===== src/rtl/keypad_defs.sv =====
// Shared types and encodings for the keypad scanner front end and its decoder.
// Operator codes must stay identical to gencon's operator_input encoding.
package keypad_defs;

  typedef enum logic [1:0] {
    SCAN,
    DEBOUNCE,
    EMIT,
    RELEASE
  } scan_state_t;

  typedef enum logic [1:0] {
    KEY_DIGIT,
    KEY_OP,
    KEY_EQ,
    KEY_NONE
  } key_action_t;

  localparam logic [2:0] OP_NONE = 3'b000;
  localparam logic [2:0] OP_NEG  = 3'b001;
  localparam logic [2:0] OP_ADD  = 3'b010;
  localparam logic [2:0] OP_SUB  = 3'b011;
  localparam logic [2:0] OP_MUL  = 3'b100;

  function automatic logic is_onehot(input logic [3:0] v);
    return (v != 4'd0) && ((v & (v - 4'd1)) == 4'd0);
  endfunction

  function automatic logic [1:0] onehot_idx(input logic [3:0] v);
    logic [1:0] idx;
    idx = 2'd0;
    case (v)
      4'b0010: idx = 2'd1;
      4'b0100: idx = 2'd2;
      4'b1000: idx = 2'd3;
      default: idx = 2'd0;
    endcase
    return idx;
  endfunction

endpackage


===== src/rtl/keypad_decode.sv =====
// Combinational key map: (row, col) of the 4x4 pad -> action, BCD digit, opcode.
// Rows top to bottom: 1 2 3 A / 4 5 6 B / 7 8 9 C / * 0 # D.
module keypad_decode
  import keypad_defs::*;
(
  input  logic [1:0]  row_i,
  input  logic [1:0]  col_i,
  output key_action_t action_o,
  output logic [3:0]  digit_o,
  output logic [2:0]  opcode_o
);

  always_comb begin
    action_o = KEY_NONE;
    digit_o  = 4'd0;
    opcode_o = OP_NONE;
    if (col_i == 2'd3) begin
      case (row_i)
        2'd0: begin action_o = KEY_OP; opcode_o = OP_ADD; end
        2'd1: begin action_o = KEY_OP; opcode_o = OP_SUB; end
        2'd2: begin action_o = KEY_OP; opcode_o = OP_MUL; end
        default: action_o = KEY_NONE;
      endcase
    end else if (row_i != 2'd3) begin
      action_o = KEY_DIGIT;
      digit_o  = ({2'b00, row_i} * 4'd3) + {2'b00, col_i} + 4'd1;
    end else begin
      case (col_i)
        2'd0: begin action_o = KEY_OP; opcode_o = OP_NEG; end
        2'd1: begin action_o = KEY_DIGIT; digit_o = 4'd0; end
        default: action_o = KEY_EQ;
      endcase
    end
  end

endmodule


===== src/rtl/keypad_scanner.sv =====
// 4x4 keypad scanner: row scan, column sync + debounce, one gencon event per press.
// The internal state_q register is the FSM state for debug/checker binding.
module keypad_scanner
  import keypad_defs::*;
#(
  parameter int SCAN_DWELL      = 16,
  parameter int DEBOUNCE_CYCLES = 50000,
  parameter int ACK_TIMEOUT     = 255
) (
  input  logic       clk,
  input  logic       nRST,
  output logic [3:0] keypad_row,
  input  logic [3:0] keypad_col,
  input  logic       key_read,
  output logic [3:0] keypad_input,
  output logic       read_input,
  output logic [2:0] operator_input,
  output logic       equal_input
);

  localparam int DW = $clog2(SCAN_DWELL) + 1;
  localparam int BW = $clog2(DEBOUNCE_CYCLES) + 1;
  localparam int AW = $clog2(ACK_TIMEOUT) + 1;

  scan_state_t state_q;
  logic [3:0]  col_meta_q, col_s_q;
  logic [1:0]  row_q, col_q;
  logic [DW-1:0] dwell_q;
  logic [BW-1:0] db_q;
  logic [AW-1:0] ack_q;
  logic [3:0]  kin_q;
  logic        read_q, eq_q;
  logic [2:0]  op_q;

  key_action_t action;
  logic [3:0]  digit;
  logic [2:0]  opcode;
  logic [3:0]  col_mask;

  keypad_decode u_decode (
    .row_i    (row_q),
    .col_i    (col_q),
    .action_o (action),
    .digit_o  (digit),
    .opcode_o (opcode)
  );

  assign col_mask       = 4'b0001 << col_q;
  assign keypad_row     = 4'b0001 << row_q;
  assign keypad_input   = kin_q;
  assign read_input     = read_q;
  assign operator_input = op_q;
  assign equal_input    = eq_q;

  always_ff @(posedge clk or negedge nRST) begin
    if (!nRST) begin
      col_meta_q <= 4'd0;
      col_s_q    <= 4'd0;
    end else begin
      col_meta_q <= keypad_col;
      col_s_q    <= col_meta_q;
    end
  end

  always_ff @(posedge clk or negedge nRST) begin
    if (!nRST) begin
      state_q <= SCAN;
      row_q   <= 2'd0;
      col_q   <= 2'd0;
      dwell_q <= '0;
      db_q    <= '0;
      ack_q   <= '0;
      kin_q   <= 4'd0;
      read_q  <= 1'b0;
      op_q    <= OP_NONE;
      eq_q    <= 1'b0;
    end else begin
      case (state_q)
        SCAN: begin
          if (dwell_q == DW'(SCAN_DWELL - 1)) begin
            dwell_q <= '0;
            // Ghosted or multi-key samples are skipped rather than guessed at.
            if (is_onehot(col_s_q)) begin
              col_q   <= onehot_idx(col_s_q);
              state_q <= DEBOUNCE;
            end else begin
              row_q <= row_q + 2'd1;
            end
          end else begin
            dwell_q <= dwell_q + DW'(1);
          end
        end
        DEBOUNCE: begin
          if (col_s_q != col_mask) begin
            db_q    <= '0;
            state_q <= SCAN;
          end else if (db_q == BW'(DEBOUNCE_CYCLES - 1)) begin
            db_q    <= '0;
            state_q <= EMIT;
            case (action)
              KEY_DIGIT: begin kin_q <= digit; read_q <= 1'b1; end
              KEY_OP:    op_q <= opcode;
              KEY_EQ:    eq_q <= 1'b1;
              default:   ;
            endcase
          end else begin
            db_q <= db_q + BW'(1);
          end
        end
        EMIT: begin
          op_q <= OP_NONE;
          eq_q <= 1'b0;
          if (read_q) begin
            if (key_read || (ack_q == AW'(ACK_TIMEOUT - 1))) begin
              read_q  <= 1'b0;
              kin_q   <= 4'd0;
              ack_q   <= '0;
              state_q <= RELEASE;
            end else begin
              ack_q <= ack_q + AW'(1);
            end
          end else begin
            state_q <= RELEASE;
          end
        end
        RELEASE: begin
          if (col_s_q != 4'd0) begin
            db_q <= '0;
          end else if (db_q == BW'(DEBOUNCE_CYCLES - 1)) begin
            db_q    <= '0;
            row_q   <= row_q + 2'd1;
            state_q <= SCAN;
          end else begin
            db_q <= db_q + BW'(1);
          end
        end
        default: state_q <= SCAN;
      endcase
    end
  end

endmodule


===== config.mk =====
export PLATFORM = sky130hd
export DESIGN_NAME = keypad_scanner
export DESIGN_NICKNAME = d
export VERILOG_FILES = /design/src/rtl/keypad_defs.sv /design/src/rtl/keypad_decode.sv /design/src/rtl/keypad_scanner.sv
export SDC_FILE = /design/constraint.sdc
export NUM_CORES = 1
export LEC_CHECK = 0
export CAP_MARGIN = 15
export CORE_MARGIN = 2
export CORE_UTILIZATION = 55
export CTS_CLUSTER_DIAMETER = 150
export DETAILED_ROUTE_END_ITERATION = 8
export GPL_ROUTABILITY_DRIVEN = 0
export PLACE_DENSITY = 0.74
export SETUP_SLACK_MARGIN = 0.4
export SLEW_MARGIN = 10
export SYNTH_ARGS = -nofsm -noshare
export SYNTH_HDL_FRONTEND = slang
export SYNTH_HIERARCHICAL = 1
export SYNTH_SLANG_ARGS = --single-unit

===== constraint.sdc =====
create_clock -name clk -period 4.1 [get_ports clk]
set_clock_uncertainty 0.15 [all_clocks]
set_input_delay 1.23 -clock clk [delete_from_list [all_inputs] [get_ports clk]]
set_output_delay 1.23 -clock clk [all_outputs]
set_load 0.01 [all_outputs]

==> flow_metrics.env <==
export IMPL_hold_violations=0
export IMPL_grt_pass1_vias=2415
export IMPL_fin_nets=388
export IMPL_reg2reg_to="db_q[6]"
export IMPL_die_width_um=79.8
export IMPL_cp_end_kind="output port"
export IMPL_synth_top_flop_cell="dfrtp_1"
export IMPL_core_sq_mm=0.00554
export IMPL_drc=0
export IMPL_wire_per_inst_um=14.4
export IMPL_tns_ns=0
export IMPL_yosysTopAreaCellShare_pct=42.8
export IMPL_ir_drop_mv=0.372
export IMPL_powerDensity_mw_per_mm2=412
export IMPL_hold_path_class="register to register"
export IMPL_multi_input_area_sq_mm=0.00168
export IMPL_period_share_pct=75.5
export IMPL_grt_max_degree=33
export IMPL_root_buffer="clkbuf_8"
export IMPL_grt_util_met3_pct=3.51
export IMPL_grt_pass1_wl_um=11200
export IMPL_r2r_start="col_q[0]"
export IMPL_holdPathEnd="col_s_q[1]"
export IMPL_clock_sinks=54
export IMPL_met2_usage_pct=36.4
export IMPL_fp_row_count=27
export IMPL_postCtsSetupBuffers=0
export IMPL_antenna_found_initial=0
export IMPL_die_h_um=79.8
export IMPL_hold_depth=0
export IMPL_crit_required_ns=2.72
export IMPL_finalWirelength_um=6250
export IMPL_start_kind="register"
export IMPL_slew_headroom_pct=41.3
export IMPL_gr_max_usage_layer="met2"
export IMPL_synth_seq_cells=54
export IMPL_final_area_sq_mm=0.00347
export IMPL_dp_hpwl_um=4500
export IMPL_synth_seq_area_share_pct=42.8
export IMPL_synthDistinctLibCells=60
export IMPL_syn_nets=372
export IMPL_r2r_cells=6
export IMPL_grtUsageMet1_pct=31.1
export IMPL_grt_usage_pct=22.0
export IMPL_cts_resized=0
export IMPL_hp_start="col_meta_q[1]"
export IMPL_dr_total_vias=2549
export IMPL_cts_tree="built"
export IMPL_worstMarginPinSlew_ns=0.872
export IMPL_first_pass_iters=4
export IMPL_synth_area_leaders="dfrtp_1 43%, ha_1 6.7%, nand3_1 6.0%"
export IMPL_cts_max_path_buffers=2
export IMPL_cts_inserted_buffers=5
export IMPL_setup_viol=0
export IMPL_insertion_delay_ns=0.31
export IMPL_maxCapViolations=0
export IMPL_syn_area_sq_mm=0.00316
export IMPL_max_freq_mhz=323
export IMPL_drive_above_1_share_pct=6.89
export IMPL_slew_viol_final=0
export IMPL_seqCellArea_sq_mm=0.00135
export IMPL_antenna_left=0
export IMPL_hold_buffers=0
export IMPL_path_clk_slew_ns=0.09
export IMPL_synth_top_area_cell="dfrtp_1"
export IMPL_io_buffers=19
export IMPL_layout_min_cycle_time_ns=3.09
export IMPL_async_reset_ff_share_pct=100
export IMPL_outcome="completed"
export IMPL_diodes=0
export IMPL_synth_edff_count=0
export IMPL_rsz0062_at_grt="no"
export IMPL_via_per_inst=5.86
export IMPL_ctsHtreeMaxLevel=2
export IMPL_area_growth_synth_to_final_pct=9.98
export IMPL_rrSetupSlack_ns=1.57
export IMPL_placedInstanceArea_sq_mm=0.00339
export IMPL_gr_total_overflow=0
export IMPL_first_iter_violations=152
export IMPL_avgSynthCellArea_sq_um=9.13
export IMPL_start_util_pct=57.0
export IMPL_path_class="register to output port"
export IMPL_io_pins=20
export IMPL_worstPathArrival_ns=1.71
export IMPL_die_area_sq_mm=0.00636
export IMPL_path_max_fanout=10
export IMPL_num_fill_cells=493
export IMPL_p_leak_nw=1.52
export IMPL_synth_cells=346
export IMPL_ys_warn_count=6
-- registers in the layout (all words and copies together) (netlist names), named ones only --
| signal | flops |
|---|---|
| ack_q | 9 |
| col_meta_q | 4 |
| col_q | 2 |
| col_s_q | 4 |
| db_q | 17 |
| dwell_q | 5 |
| equal_input | 1 |
| keypad_input | 4 |
| operator_input | 3 |
| read_input | 1 |
| row_q | 2 |
| state_q | 1 |
-- how the worst max path moves through the flow --
stage	slack (ns)	startpoint	depth (start not counted)	to
4_1_cts	0.98	row_q[0]	3	keypad_row[2]
2_1_floorplan	1.85	row_q[0]	2	keypad_row[0]
3_3_place_gp	1.37	row_q[0]	3	keypad_row[2]
3_5_place_dp	1.33	row_q[0]	3	keypad_row[2]
5_1_grt	0.87	row_q[0]	3	keypad_row[2]
6_report	1.01	row_q[0]	3	keypad_row[2]
-- power breakdown --
part	total [mW]	leakage, nW	internal, mW	switching [mW]
Combinational	0.475	0.782	0.222	0.254
Sequential	0.662	0.696	0.589	0.0725
Clock	0.293	0.0452	0.121	0.172
Total	1.43	1.52	0.932	0.498
-- synthesized netlist by cell type, types with 2 or more instances --
cell type  count
dfrtp_1       54
nand2_1       40
nand3_1       38
o21ai_0       23
nor2_1        21
a21oi_1       20
ha_1          17
inv_1         16
a31oi_1       11
and3_1         9
clkbuf_1       6
nand2b_1       5
nand4_1        5
nor2b_1        5
o31ai_1        5
buf_2          4
nand3b_1       4
nor3_1         4
a41oi_1        3
mux2i_1        3
or3_1          3
a211oi_1       2
and3_2         2
buf_6          2
fa_1           2
nor2_2         2
nor3_2         2
nor4_1         2
o21a_1         2
or2_2          2
xnor2_1        2
xor2_1         2
-- cells by family (layout without fill, tap and decap cells) --
| group | Yosys count | count (layout) | synth area share [%] |
|---|---|---|---|
| muxes | 4 | 4 | 1.31 |
| adders and majority gates | 19 | 19 | 8.00 |
| buffers and inverters | 29 | 46 | 4.08 |
| DFF | 54 | 54 | 42.8 |
| and+or+nand+nor | 153 | 153 | 25.1 |
| AOI/OAI and AO/OA | 83 | 83 | 17.6 |
| xor gates and xnor gates | 4 | 4 | 1.11 |
-- cells in the final DEF, fill, tap and decap left out, types with 11 or more instances in the layout --
cell type        synthesis  routed
dfrtp_1                 54      54
nand2_1                 40      40
nand3_1                 38      38
o21ai_0                 23      23
nor2_1                  21      21
a21oi_1                 20      20
clkdlybuf4s50_1          0      18
ha_1                    17      17
inv_1                   16      16
a31oi_1                 11      11
-- worst max-delay path: stages, from the launching register on --
cell	delay (ns)
dfrtp_1	0.56
inv_1	0.15
ha_1	0.22
clkdlybuf4s50_1	0.48
-- stage by stage --
stage               utilization (%)  instances  worst slack [ns]  total power [mW]  hold slack (ns)
floorplan                         -        346              1.85             0.990            0.181
global placement               61.1        427              1.37              1.13            0.183
detailed placement             61.1        427              1.33              1.15            0.190
CTS                            62.7        435             0.985              1.45            0.212
global route                   62.7        435             0.872              1.54            0.217
finish                         62.7        435              1.01              1.43            0.208
-- final cells by class --
class	instances	share of cell area, %
timing repair buffer	22	5.98
tap	72	2.59
inverter	16	1.73
clock inverter	2	0.396
multi-input combinational	263	48.3
clock buffer	6	2.09
sequential	54	38.9
-- per-layer routing --
layer,wire length (um),part of all wire (%)
met5,0,0
met4,45,0.72
met3,198,3.2
met2,3040,49
met1,2960,47
Power figures use the tool's default switching activity.
